==> src/rtl/nn_accel_ctrl_if.sv <==
// Register-port bus between the RISC-V core (master) and nn_accel_ctrl (slave).
interface nn_accel_ctrl_if #(
   parameter int DATA_W = 32,
   parameter int ADDR_W = 8
);
   logic              cfg_write_valid;
   logic              cfg_write_ready;
   logic [ADDR_W-1:0] cfg_write_address;
   logic [DATA_W-1:0] cfg_write_data;
   logic              cfg_read_valid;
   logic              cfg_read_ready;
   logic [ADDR_W-1:0] cfg_read_address;
   logic [DATA_W-1:0] cfg_read_data;
   logic              cfg_read_data_valid;

   modport master (
      output cfg_write_valid, cfg_write_address, cfg_write_data,
      output cfg_read_valid, cfg_read_address,
      input  cfg_write_ready, cfg_read_ready, cfg_read_data, cfg_read_data_valid
   );

   modport slave (
      input  cfg_write_valid, cfg_write_address, cfg_write_data,
      input  cfg_read_valid, cfg_read_address,
      output cfg_write_ready, cfg_read_ready, cfg_read_data, cfg_read_data_valid
   );
endinterface

==> src/rtl/nn_accel_ctrl.sv <==
// Controller for the 4x4 matrix-vector MAC datapath: register file, row/column
// sequencer streaming operand pairs to a shared MAC, result capture with
// optional ReLU, sticky status and level interrupt.
module nn_accel_ctrl #(
   parameter int DATA_W  = 32,
   parameter int ADDR_W  = 8,
   parameter int TIMEOUT = 255
) (
   input  logic              clock,
   input  logic              reset_n,
   nn_accel_ctrl_if.slave    cfg,
   output logic              mac_valid,
   input  logic              mac_ready,
   output logic [DATA_W-1:0] mac_a,
   output logic [DATA_W-1:0] mac_b,
   output logic              mac_clear,
   output logic              mac_last,
   input  logic [DATA_W-1:0] mac_result,
   input  logic              mac_result_valid,
   output logic              busy,
   output logic              done_irq
);

   localparam int TMO_W = (TIMEOUT < 2) ? 1 : $clog2(TIMEOUT + 1);

   localparam logic [ADDR_W-1:0] A_CTRL = ADDR_W'(8'h00);
   localparam logic [ADDR_W-1:0] A_STAT = ADDR_W'(8'h04);
   localparam logic [ADDR_W-1:0] A_IN   = ADDR_W'(8'h10);
   localparam logic [ADDR_W-1:0] A_W    = ADDR_W'(8'h20);
   localparam logic [ADDR_W-1:0] A_OUT  = ADDR_W'(8'h60);

   typedef enum logic [2:0] {
      S_IDLE  = 3'd0,
      S_ISSUE = 3'd1,
      S_WAIT  = 3'd2,
      S_NEXT  = 3'd3,
      S_DONE  = 3'd4
   } state_e;

   // True when a word-aligned address falls inside a block of 'words' registers.
   function automatic logic addr_hit(input logic [ADDR_W-1:0] a,
                                     input logic [ADDR_W-1:0] base,
                                     input int words);
      return (a[1:0] == 2'b00) && (int'(a) >= int'(base)) &&
             (int'(a) < int'(base) + 4 * words);
   endfunction

   // Word index of an address within a register block.
   function automatic logic [3:0] addr_idx(input logic [ADDR_W-1:0] a,
                                           input logic [ADDR_W-1:0] base);
      return 4'((a - base) >> 2);
   endfunction

   state_e             state_q, state_d;
   logic [1:0]         row_q, row_d;
   logic [1:0]         col_q, col_d;
   logic [TMO_W-1:0]   tmo_q, tmo_d;

   logic [DATA_W-1:0]  in_q  [4];
   logic [DATA_W-1:0]  w_q   [16];
   logic [DATA_W-1:0]  out_q [4];
   logic               irq_en_q, relu_en_q;
   logic               done_q, tmo_err_q, bwe_q;
   logic               rdy_q;
   logic [DATA_W-1:0]  rd_data_q;
   logic               rd_valid_q;

   logic               wr_fire_s, rd_fire_s;
   logic               wr_ctrl_s, wr_stat_s, wr_in_s, wr_w_s;
   logic [1:0]         wr_in_idx_s;
   logic [3:0]         wr_w_idx_s;
   logic               busy_s, start_req_s, start_s, bwe_set_s;
   logic               store_s, tmo_evt_s, done_evt_s;
   logic [DATA_W-1:0]  rd_mux_s;
   logic [DATA_W-1:0]  wd_s;

   assign wd_s = cfg.cfg_write_data;

   // Decode register writes and classify them against the sequencer state.
   always_comb begin
      busy_s      = (state_q != S_IDLE);
      wr_fire_s   = cfg.cfg_write_valid & rdy_q;
      rd_fire_s   = cfg.cfg_read_valid & rdy_q;
      wr_ctrl_s   = wr_fire_s && (cfg.cfg_write_address == A_CTRL);
      wr_stat_s   = wr_fire_s && (cfg.cfg_write_address == A_STAT);
      wr_in_s     = wr_fire_s && addr_hit(cfg.cfg_write_address, A_IN, 4);
      wr_w_s      = wr_fire_s && addr_hit(cfg.cfg_write_address, A_W, 16);
      wr_in_idx_s = 2'(addr_idx(cfg.cfg_write_address, A_IN));
      wr_w_idx_s  = addr_idx(cfg.cfg_write_address, A_W);
      start_req_s = wr_ctrl_s & wd_s[0];
      start_s     = start_req_s & ~busy_s;
      bwe_set_s   = busy_s & (start_req_s | wr_in_s | wr_w_s);
   end

   // Sequencer state, row/column pointers and result timeout counter.
   always_ff @(posedge clock or negedge reset_n) begin
      if (!reset_n) begin
         state_q <= S_IDLE;
         row_q   <= 2'd0;
         col_q   <= 2'd0;
         tmo_q   <= '0;
      end else begin
         state_q <= state_d;
         row_q   <= row_d;
         col_q   <= col_d;
         tmo_q   <= tmo_d;
      end
   end

   // Next-state logic: issue four terms per row, wait for the row result, advance.
   always_comb begin
      state_d    = state_q;
      row_d      = row_q;
      col_d      = col_q;
      tmo_d      = tmo_q;
      store_s    = 1'b0;
      tmo_evt_s  = 1'b0;
      done_evt_s = 1'b0;
      case (state_q)
         S_IDLE: begin
            if (start_s) begin
               state_d = S_ISSUE;
               row_d   = 2'd0;
               col_d   = 2'd0;
            end else begin
               state_d = S_IDLE;
            end
         end
         S_ISSUE: begin
            if (mac_ready) begin
               if (col_q == 2'd3) begin
                  col_d   = 2'd0;
                  tmo_d   = '0;
                  state_d = S_WAIT;
               end else begin
                  col_d = col_q + 2'd1;
               end
            end else begin
               state_d = S_ISSUE;
            end
         end
         S_WAIT: begin
            // A result arriving on the last allowed cycle still counts.
            if (mac_result_valid) begin
               store_s = 1'b1;
               state_d = S_NEXT;
            end else if (tmo_q == TMO_W'(TIMEOUT - 1)) begin
               tmo_evt_s = 1'b1;
               state_d   = S_IDLE;
            end else begin
               tmo_d = tmo_q + TMO_W'(1);
            end
         end
         S_NEXT: begin
            if (row_q == 2'd3) begin
               state_d = S_DONE;
            end else begin
               row_d   = row_q + 2'd1;
               state_d = S_ISSUE;
            end
         end
         S_DONE: begin
            done_evt_s = 1'b1;
            state_d    = S_IDLE;
         end
         default: begin
            state_d = S_IDLE;
         end
      endcase
   end

   // MAC operand stream driven from the current row/column pointers.
   always_comb begin
      mac_valid = 1'b0;
      mac_a     = '0;
      mac_b     = '0;
      mac_clear = 1'b0;
      mac_last  = 1'b0;
      if (state_q == S_ISSUE) begin
         mac_valid = 1'b1;
         mac_a     = w_q[{row_q, col_q}];
         mac_b     = in_q[col_q];
         mac_clear = (col_q == 2'd0);
         mac_last  = (col_q == 2'd3);
      end else begin
         mac_valid = 1'b0;
      end
   end

   // Operand storage (locked while running) and captured row results.
   always_ff @(posedge clock or negedge reset_n) begin
      if (!reset_n) begin
         for (int k = 0; k < 4; k++) begin
            in_q[k]  <= '0;
            out_q[k] <= '0;
         end
         for (int k = 0; k < 16; k++) begin
            w_q[k] <= '0;
         end
      end else begin
         if (wr_in_s && !busy_s) begin
            in_q[wr_in_idx_s] <= wd_s;
         end
         if (wr_w_s && !busy_s) begin
            w_q[wr_w_idx_s] <= wd_s;
         end
         if (store_s) begin
            out_q[row_q] <= (relu_en_q && mac_result[DATA_W-1]) ? '0 : mac_result;
         end
      end
   end

   // Control bits and sticky status; an event setting a bit beats a same-cycle clear.
   always_ff @(posedge clock or negedge reset_n) begin
      if (!reset_n) begin
         irq_en_q  <= 1'b0;
         relu_en_q <= 1'b0;
         done_q    <= 1'b0;
         tmo_err_q <= 1'b0;
         bwe_q     <= 1'b0;
      end else begin
         if (wr_ctrl_s) begin
            irq_en_q  <= wd_s[1];
            relu_en_q <= wd_s[2];
         end
         done_q    <= done_evt_s | (done_q    & ~(wr_stat_s & wd_s[1]));
         tmo_err_q <= tmo_evt_s  | (tmo_err_q & ~(wr_stat_s & wd_s[2]));
         bwe_q     <= bwe_set_s  | (bwe_q     & ~(wr_stat_s & wd_s[3]));
      end
   end

   // Read-side address decode; unmapped or misaligned addresses return zero.
   always_comb begin
      rd_mux_s = '0;
      if (cfg.cfg_read_address == A_CTRL) begin
         rd_mux_s = DATA_W'({relu_en_q, irq_en_q, 1'b0});
      end else if (cfg.cfg_read_address == A_STAT) begin
         rd_mux_s = DATA_W'({bwe_q, tmo_err_q, done_q, busy_s});
      end else if (addr_hit(cfg.cfg_read_address, A_IN, 4)) begin
         rd_mux_s = in_q[2'(addr_idx(cfg.cfg_read_address, A_IN))];
      end else if (addr_hit(cfg.cfg_read_address, A_W, 16)) begin
         rd_mux_s = w_q[addr_idx(cfg.cfg_read_address, A_W)];
      end else if (addr_hit(cfg.cfg_read_address, A_OUT, 4)) begin
         rd_mux_s = out_q[2'(addr_idx(cfg.cfg_read_address, A_OUT))];
      end else begin
         rd_mux_s = '0;
      end
   end

   // Registered read response and always-ready handshake after reset.
   always_ff @(posedge clock or negedge reset_n) begin
      if (!reset_n) begin
         rdy_q      <= 1'b0;
         rd_data_q  <= '0;
         rd_valid_q <= 1'b0;
      end else begin
         rdy_q      <= 1'b1;
         rd_valid_q <= rd_fire_s;
         if (rd_fire_s) begin
            rd_data_q <= rd_mux_s;
         end
      end
   end

   assign cfg.cfg_write_ready     = rdy_q;
   assign cfg.cfg_read_ready      = rdy_q;
   assign cfg.cfg_read_data       = rd_data_q;
   assign cfg.cfg_read_data_valid = rd_valid_q;
   assign busy                    = busy_s;
   assign done_irq                = done_q & irq_en_q;

endmodule

==> src/flat_wrapper.sv <==
// flat-port wrapper written by rule: the top's interface ports become plain ports
module nn_accel_ctrl_flat 
#(
   parameter int DATA_W  = 32,
   parameter int ADDR_W  = 8,
   parameter int TIMEOUT = 255
)
  (clock, reset_n, mac_valid, mac_ready, mac_a, mac_b, mac_clear, mac_last, mac_result, mac_result_valid, busy, done_irq, cfg_cfg_write_valid, cfg_cfg_write_address, cfg_cfg_write_data, cfg_cfg_read_valid, cfg_cfg_read_address, cfg_cfg_write_ready, cfg_cfg_read_ready, cfg_cfg_read_data, cfg_cfg_read_data_valid);
  nn_accel_ctrl_if #(.DATA_W(DATA_W), .ADDR_W(ADDR_W)) cfg_i ();
  input  logic clock;
  input  logic reset_n;
  output logic mac_valid;
  input  logic mac_ready;
  output logic [DATA_W-1:0] mac_a;
  output logic [DATA_W-1:0] mac_b;
  output logic mac_clear;
  output logic mac_last;
  input  logic [DATA_W-1:0] mac_result;
  input  logic mac_result_valid;
  output logic busy;
  output logic done_irq;
  input wire logic [$bits(cfg_i.cfg_write_valid)-1:0] cfg_cfg_write_valid;
  input wire logic [$bits(cfg_i.cfg_write_address)-1:0] cfg_cfg_write_address;
  input wire logic [$bits(cfg_i.cfg_write_data)-1:0] cfg_cfg_write_data;
  input wire logic [$bits(cfg_i.cfg_read_valid)-1:0] cfg_cfg_read_valid;
  input wire logic [$bits(cfg_i.cfg_read_address)-1:0] cfg_cfg_read_address;
  output wire logic [$bits(cfg_i.cfg_write_ready)-1:0] cfg_cfg_write_ready;
  output wire logic [$bits(cfg_i.cfg_read_ready)-1:0] cfg_cfg_read_ready;
  output wire logic [$bits(cfg_i.cfg_read_data)-1:0] cfg_cfg_read_data;
  output wire logic [$bits(cfg_i.cfg_read_data_valid)-1:0] cfg_cfg_read_data_valid;
  assign cfg_i.cfg_write_valid = cfg_cfg_write_valid;
  assign cfg_i.cfg_write_address = cfg_cfg_write_address;
  assign cfg_i.cfg_write_data = cfg_cfg_write_data;
  assign cfg_i.cfg_read_valid = cfg_cfg_read_valid;
  assign cfg_i.cfg_read_address = cfg_cfg_read_address;
  assign cfg_cfg_write_ready = cfg_i.cfg_write_ready;
  assign cfg_cfg_read_ready = cfg_i.cfg_read_ready;
  assign cfg_cfg_read_data = cfg_i.cfg_read_data;
  assign cfg_cfg_read_data_valid = cfg_i.cfg_read_data_valid;
  nn_accel_ctrl #(.DATA_W(DATA_W), .ADDR_W(ADDR_W), .TIMEOUT(TIMEOUT)) u_core (.clock(clock), .reset_n(reset_n), .cfg(cfg_i), .mac_valid(mac_valid), .mac_ready(mac_ready), .mac_a(mac_a), .mac_b(mac_b), .mac_clear(mac_clear), .mac_last(mac_last), .mac_result(mac_result), .mac_result_valid(mac_result_valid), .busy(busy), .done_irq(done_irq));
endmodule
==> config.mk <==
export PLATFORM = sky130hd
export DESIGN_NAME = nn_accel_ctrl_flat
export DESIGN_NICKNAME = d
export VERILOG_FILES = /design/src/rtl/nn_accel_ctrl_if.sv /design/src/rtl/nn_accel_ctrl.sv /design/src/flat_wrapper.sv
export SDC_FILE = /design/constraint.sdc
export NUM_CORES = 2
export LEC_CHECK = 0
export CAP_MARGIN = 20
export CORE_MARGIN = 3
export CORE_UTILIZATION = 61
export DETAILED_ROUTE_END_ITERATION = 7
export GPL_ROUTABILITY_DRIVEN = 1
export PLACE_DENSITY = 0.91
export SLEW_MARGIN = 20
export SYNTH_ARGS = -nofsm -noshare
export SYNTH_HDL_FRONTEND = slang
export SYNTH_SLANG_ARGS = --single-unit
==> constraint.sdc <==
create_clock -name clock -period 4.4 [get_ports clock]
set_clock_uncertainty 0.1 [all_clocks]
set_input_delay 1.32 -clock clock [delete_from_list [all_inputs] [get_ports clock]]
set_output_delay 1.32 -clock clock [all_outputs]
set_load 0.1 [all_outputs]
* Yosys cells after proc, flatten, opt, wreduce, memory -nomap -nowiden
Index checks and enable logic that the tools add are counted. W data, S select, Z words.
Storage, ports and cells: flip-flop bits (word level) 822, logic and storage cells 205, input bits 86, output and inout port bits 104
Cells by class: eq/ne operators 17, add/sub/neg operators 8, reduce and logical (&&, ||, !) cells 35, muxes and demuxes 59, bitwise gates (word level) 29, order comparisons 21
Operators with widths (number):
- $mux W32 | 21
- $bwmux W512 | 1
- $bmux W32 S4 | 2
- $bwmux W128 | 2
- $bmux W32 S2 | 3
- $demux W32 S2 | 2
- $demux W32 S4 | 1
- $mux W8 | 4
- $lt A8 B7 Y1 const B | 3
- $logic_and A1 B1 Y1 | 20
- $eq A8 B3 Y1 const B | 2
- $ge A8 B5 Y1 const B | 2
- $ge A8 B6 Y1 const B | 2
- $logic_not A8 Y1 | 2
- $lt A8 B6 Y1 const B | 2
- $pmux W8 S2 | 1
- $ge A3 B3 Y1 const B | 5
- $ge A5 B5 Y1 const B | 3
- $mux W3 | 5
- $not A2 Y3 | 5
- $not A4 Y5 | 3
- $and A1 B1 Y1 | 12
- $pmux W3 S4 | 1
- $sub A4 B1 Y4 const B | 3
- other kinds (27) | 62

* Longest topological paths before layout
word-level depth 10, depth in mapped cells 10, gate-level depth less buffers 7

* Worst setup path after synthesis
OpenSTA, ideal clock, no wires.
kind register to output, start reg u_core.state_q[2], end out mac_b[23], path buffers 1, arrival 2.893 ns, stages on the path, launching flop included 5, data required time 2.980 ns, slack 0.087 ns, cells stage by stage dfrtp_1 -> or3b_2 -> inv_1 -> clkbuf_1 -> and2_1
Between the ends: longest elaborated chain between the ends 2
Ends and longest elaborated chain:
- start: declaration | line nn_accel_ctrl.sv:54 | state_e state_q, state_d;
- start signal: assignment | line nn_accel_ctrl.sv:103 | state_q <= state_d;
- $eq A3 B1 Y1 | line nn_accel_ctrl.sv:179 | if (state_q == S_ISSUE) begin
- $mux W32 | line nn_accel_ctrl.sv:179
- end: declaration | line flat_wrapper.sv:15 | output logic [DATA_W-1:0] mac_b;
No other way between the ends.

* Worst setup path in the final report
start reg u_core.col_q[0], end out mac_a[31]
Between the ends: longest elaborated chain between the ends 5
Ends and longest elaborated chain:
- start: declaration | line nn_accel_ctrl.sv:56 | logic [1:0] col_q, col_d;
- start signal: assignment | line nn_accel_ctrl.sv:105 | col_q <= col_d;
- $not A4 Y5 (implied by the code) | line nn_accel_ctrl.sv:181 | mac_a = w_q[{row_q, col_q}];
- $bmux W32 S4 | line nn_accel_ctrl.sv:181
- $mux W32 (implied by the code) (2 in series) | line nn_accel_ctrl.sv:181
- $mux W32 | line nn_accel_ctrl.sv:179
- end: declaration | line flat_wrapper.sv:14 | output logic [DATA_W-1:0] mac_a;
No other way between the ends. The select of a mux whose other input is x is not followed.

==> impl_results.md <==
- Gate power share: around 22%
- Worst setup SP type: flop
- Netlist Area Pre-Place: 41,800 sq um
- Hold Path Stages: 2
- Unrepaired setup endpoints after global routing: yes
- Yosys Warn Count: 0
- Synth unique cells: 60
- Synth top area share: approximately half
- Cts hold-fix bufs: 0
- Via density: 7.83
- IO Port Bufs: about 190
- Mean Syn Cell Area: 14.3 sq um
- Asr flop ratio synth: 100%
- Synth Net Count: 3,016
- Arrival time at the worst endpoint: 3030 ps
- Ys flop type: dfrtp_1
- Fillers: about 3,600
- Reg2reg end: u_core.w_q[264]$_DFFE_PN0P_
- Final period util: 101%
- Routability cong.: between 0.8 and 0.9
- Root Buffer Master: clkbuf_16
- Die X: 268 um
- Sw frac: 30.4%
- Clock Sinks: 822
- Worst min path class: reg -> reg
- Layout cells sized above 1: 42.9%
- Sequential cell area: 20,600 sq um
- Final worst-path setup slack: -51.2 ps
- Hold Path End: u_core.out_q[120]$_DFFE_PN0P_
- Clock Latency Late Sink: ~660 ps
- Fmax: 0.225 GHz
- Vias in the first global route: 33,574
- Initial antenna violation count: 7
- CTS tree: done
- Design Area, Final: 48,700 sq um
- Hold Fails Final Rpt: 0
- Critical path required time: 2980 ps
- CTS Buffer Depth: 3
- Effective utilization at floorplan: 61.9%
- Multi-input gate area: 20,000 sq um
- Synth area leaders: dfrtp_1 49%, mux4_2 19%, mux2_2 16%, nand2_1 1.7%, o21ai_0 1.7%
- First-pass GRT wire length: about 210,000 um
- Part of the Yosys area used for sequential elements: between 40% and 50%
- Total core area: 67,500 sq um
- Die H: 268 um
- Post-synthesis register bit count: about 800
- Setup slack, reg-to-reg: ~1100 ps
- Violated checks: setup timing
- 1st-iter DRT viols: 4,915
- Tmin final: 4450 ps
- Total track usage: 39.8%
- Pre-antenna DRT Iters: 7
- Peak supply drop: between 0.3 and 0.4 mV
- CTS HTree Levels: 3
- Max Cap Viol: 0
- Overflow left after global routing: 0
- Fin. max-slew vios: 0
- Post-synth top area cell: dfrtp_1
- Rel. slew slack: 21.7%
- Cells after Synth: 2,922
- Finish-stage setup viols: 4
- Pre-CTS setup slack: 401 ps
- Largest net degree at the start of global routing: 110
- Avg WL per Cell: 35.1 um
- Maximum fanout along the worst path: 14
- Worst reg-to-reg path cell count: 6
- Status: finished, violations left
- Post-DP HPWL: 77,800 um
- Final WL: between 100,000 and 150,000 um
- CTS clock-pin slew for the worst setup and hold paths: 60 ps
- DRC viols: 0
- Post-synth EDFFs: 0
- Least-Margin Pin Slew: 1170 ps
- Pint: 14.2 mW
- Crit Path Class: reg -> out
- Most numerous cell in the Yosys netlist: dfrtp_1
- Num CTS Buffers: between 80 and 90
- Layout Nets: 3,138
- Area growth syn-to-layout: 16.5%
- Leakage: 22.5 nW
- Area after DPL: 45,400 sq um
- IO Pins: 190
- # rows: 95
- CP endpoint kind: output port
- Final ANT Viol Nets: 0
- Crit Reg-Reg Startpoint: u_core.state_q[2]$_DFFE_PN0P_
- Power share of the clock group: 35.9%
- Share of power burned in registers: 41.8%
- Pwr/cell area: 418 nW/um^2
- Die area: 71,700 sq um
- Post-synth top cells: 822 x dfrtp_1, 592 x mux2_2, 355 x mux4_2, 192 x nand2_1, 146 x clkbuf_1
- Sw Pwr: 6.17 mW
- Worst min-delay path startpoint: u_core.out_q[120]$_DFFE_PN0P_
- Routed vias: 31,216
final cells by class:
cell class	instances	share of cell area [%]
antenna	7	0.0360
clock buffer	123	4.97
timing repair buffer	326	8.76
inverter	12	0.0977
multi-input combinational	1801	41.0
clock inverter	24	0.650
sequential	822	42.3
tap	873	2.24
power groups by stage:
stage | registers, mW | clock network (mW) | logic, mW
after floorplan | 8.63 | 0 | 2.45
after global placement | 8.52 | 0 | 3.69
after detailed placement | 8.59 | 0 | 3.83
after CTS | 8.43 | 7.25 | 4.30
after global routing | 8.51 | 7.59 | 4.73
final | 8.50 | 7.30 | 4.55
cells by family after synthesis:
family / share of synthesized area, %
AO/OA/AOI/OAI: 4.56
XOR/XNOR: 0.0210
adder cells (fa/ha/maj): 0.240
buffers and inverters: 3.23
flip-flops: 49.2
multiplexers: 38.0
other: 0.00897
AND/OR/NAND/NOR: 4.75
what timing repair did:
action,in CTS,in global routing
resized for setup,18,21
gates cloned,5,1
pin swaps,4,0
setup buffers,9,10
endpoints found under the setup margin,42,35
layer usage:
metal  global-route usage (%)  part of all wire, %  up-vias  wire (um)
met5                    0.725                0.064        -         90
met4                     31.8                   10        6      14200
met3                     13.6                   13     1090      18100
met2                     60.5                   46     3144      64100
met1                     46.4                   31    15605      43300
li1                         -                    -    11371          -
sequential cells by signal, summed over array words and instances (netlist names), 2 cells and up:
register / count
u_core.w_q: 512
u_core.in_q: 128
u_core.out_q: 128
u_core.cfg.cfg_read_data: 32
u_core.tmo_q: 8
u_core.state_q: 3
u_core.col_q: 2
u_core.row_q: 2
through the flow:
| step | setup TNS, ps | instances | utilization [%] | total power [mW] | hold WS (ps) |
|---|---|---|---|---|---|
| 5_1_grt | -329 | 3984 | 72.1 | 20.8 | 398 |
| 3_3_place_gp | 0 | 3809 | 67.3 | 12.2 | 357 |
| 2_1_floorplan | 0 | 2922 | - | 11.1 | 345 |
| 3_5_place_dp | 0 | 3809 | 67.3 | 12.4 | 367 |
| 6_report | -97.1 | 3988 | 72.1 | 20.3 | 381 |
| 4_1_cts | -19.8 | 3970 | 71.9 | 20.0 | 380 |
critical path, cell delays in order (launching register included):
cell	delay (ps)
dfrtp_4	460
buf_12	190
buf_12	190
mux4_2	560
mux4_2	520
and2_2	270
buf_12	180
worst max-delay path by stage:
stage | cells past startpoint | from | slack [ps] | end
after floorplan | 4 | u_core.state_q[2]$_DFFE_PN0P_ | 90 | mac_b[23]
after global placement | 6 | cfg_cfg_write_address[0] | 540 | u_core.w_q[263]$_DFFE_PN0P_
after detailed placement | 6 | cfg_cfg_write_address[0] | 400 | u_core.w_q[268]$_DFFE_PN0P_
after CTS | 6 | u_core.col_q[0]$_DFFE_PN0P_ | -9 | mac_a[7]
after global routing | 6 | u_core.col_q[0]$_DFFE_PN0P_ | -80 | mac_a[31]
final | 6 | u_core.col_q[0]$_DFFE_PN0P_ | -50 | mac_a[31]
placed cells by master, fill, tap and decap left out, drive strengths merged, types with 4 or more instances in the layout:
cell	instances
dfrtp	822
mux2	642
mux4	355
buf	207
nand2	195
o21ai	140
clkbuf	125
clkdlybuf4s50	117
o22ai	108
and2	68
mux2i	64
nor2	42
nor3	34
a211oi	28
a21oi	17
clkinv	15
nand3	14
inv	13
nor2b	11
nand2b	11
ha	8
diode	7
bufinv	7
nand4	6
and3	5
or2	4
o41ai	4
o31ai	4
nor3b	4
Note: power is estimated with default switching activity, not from simulation.
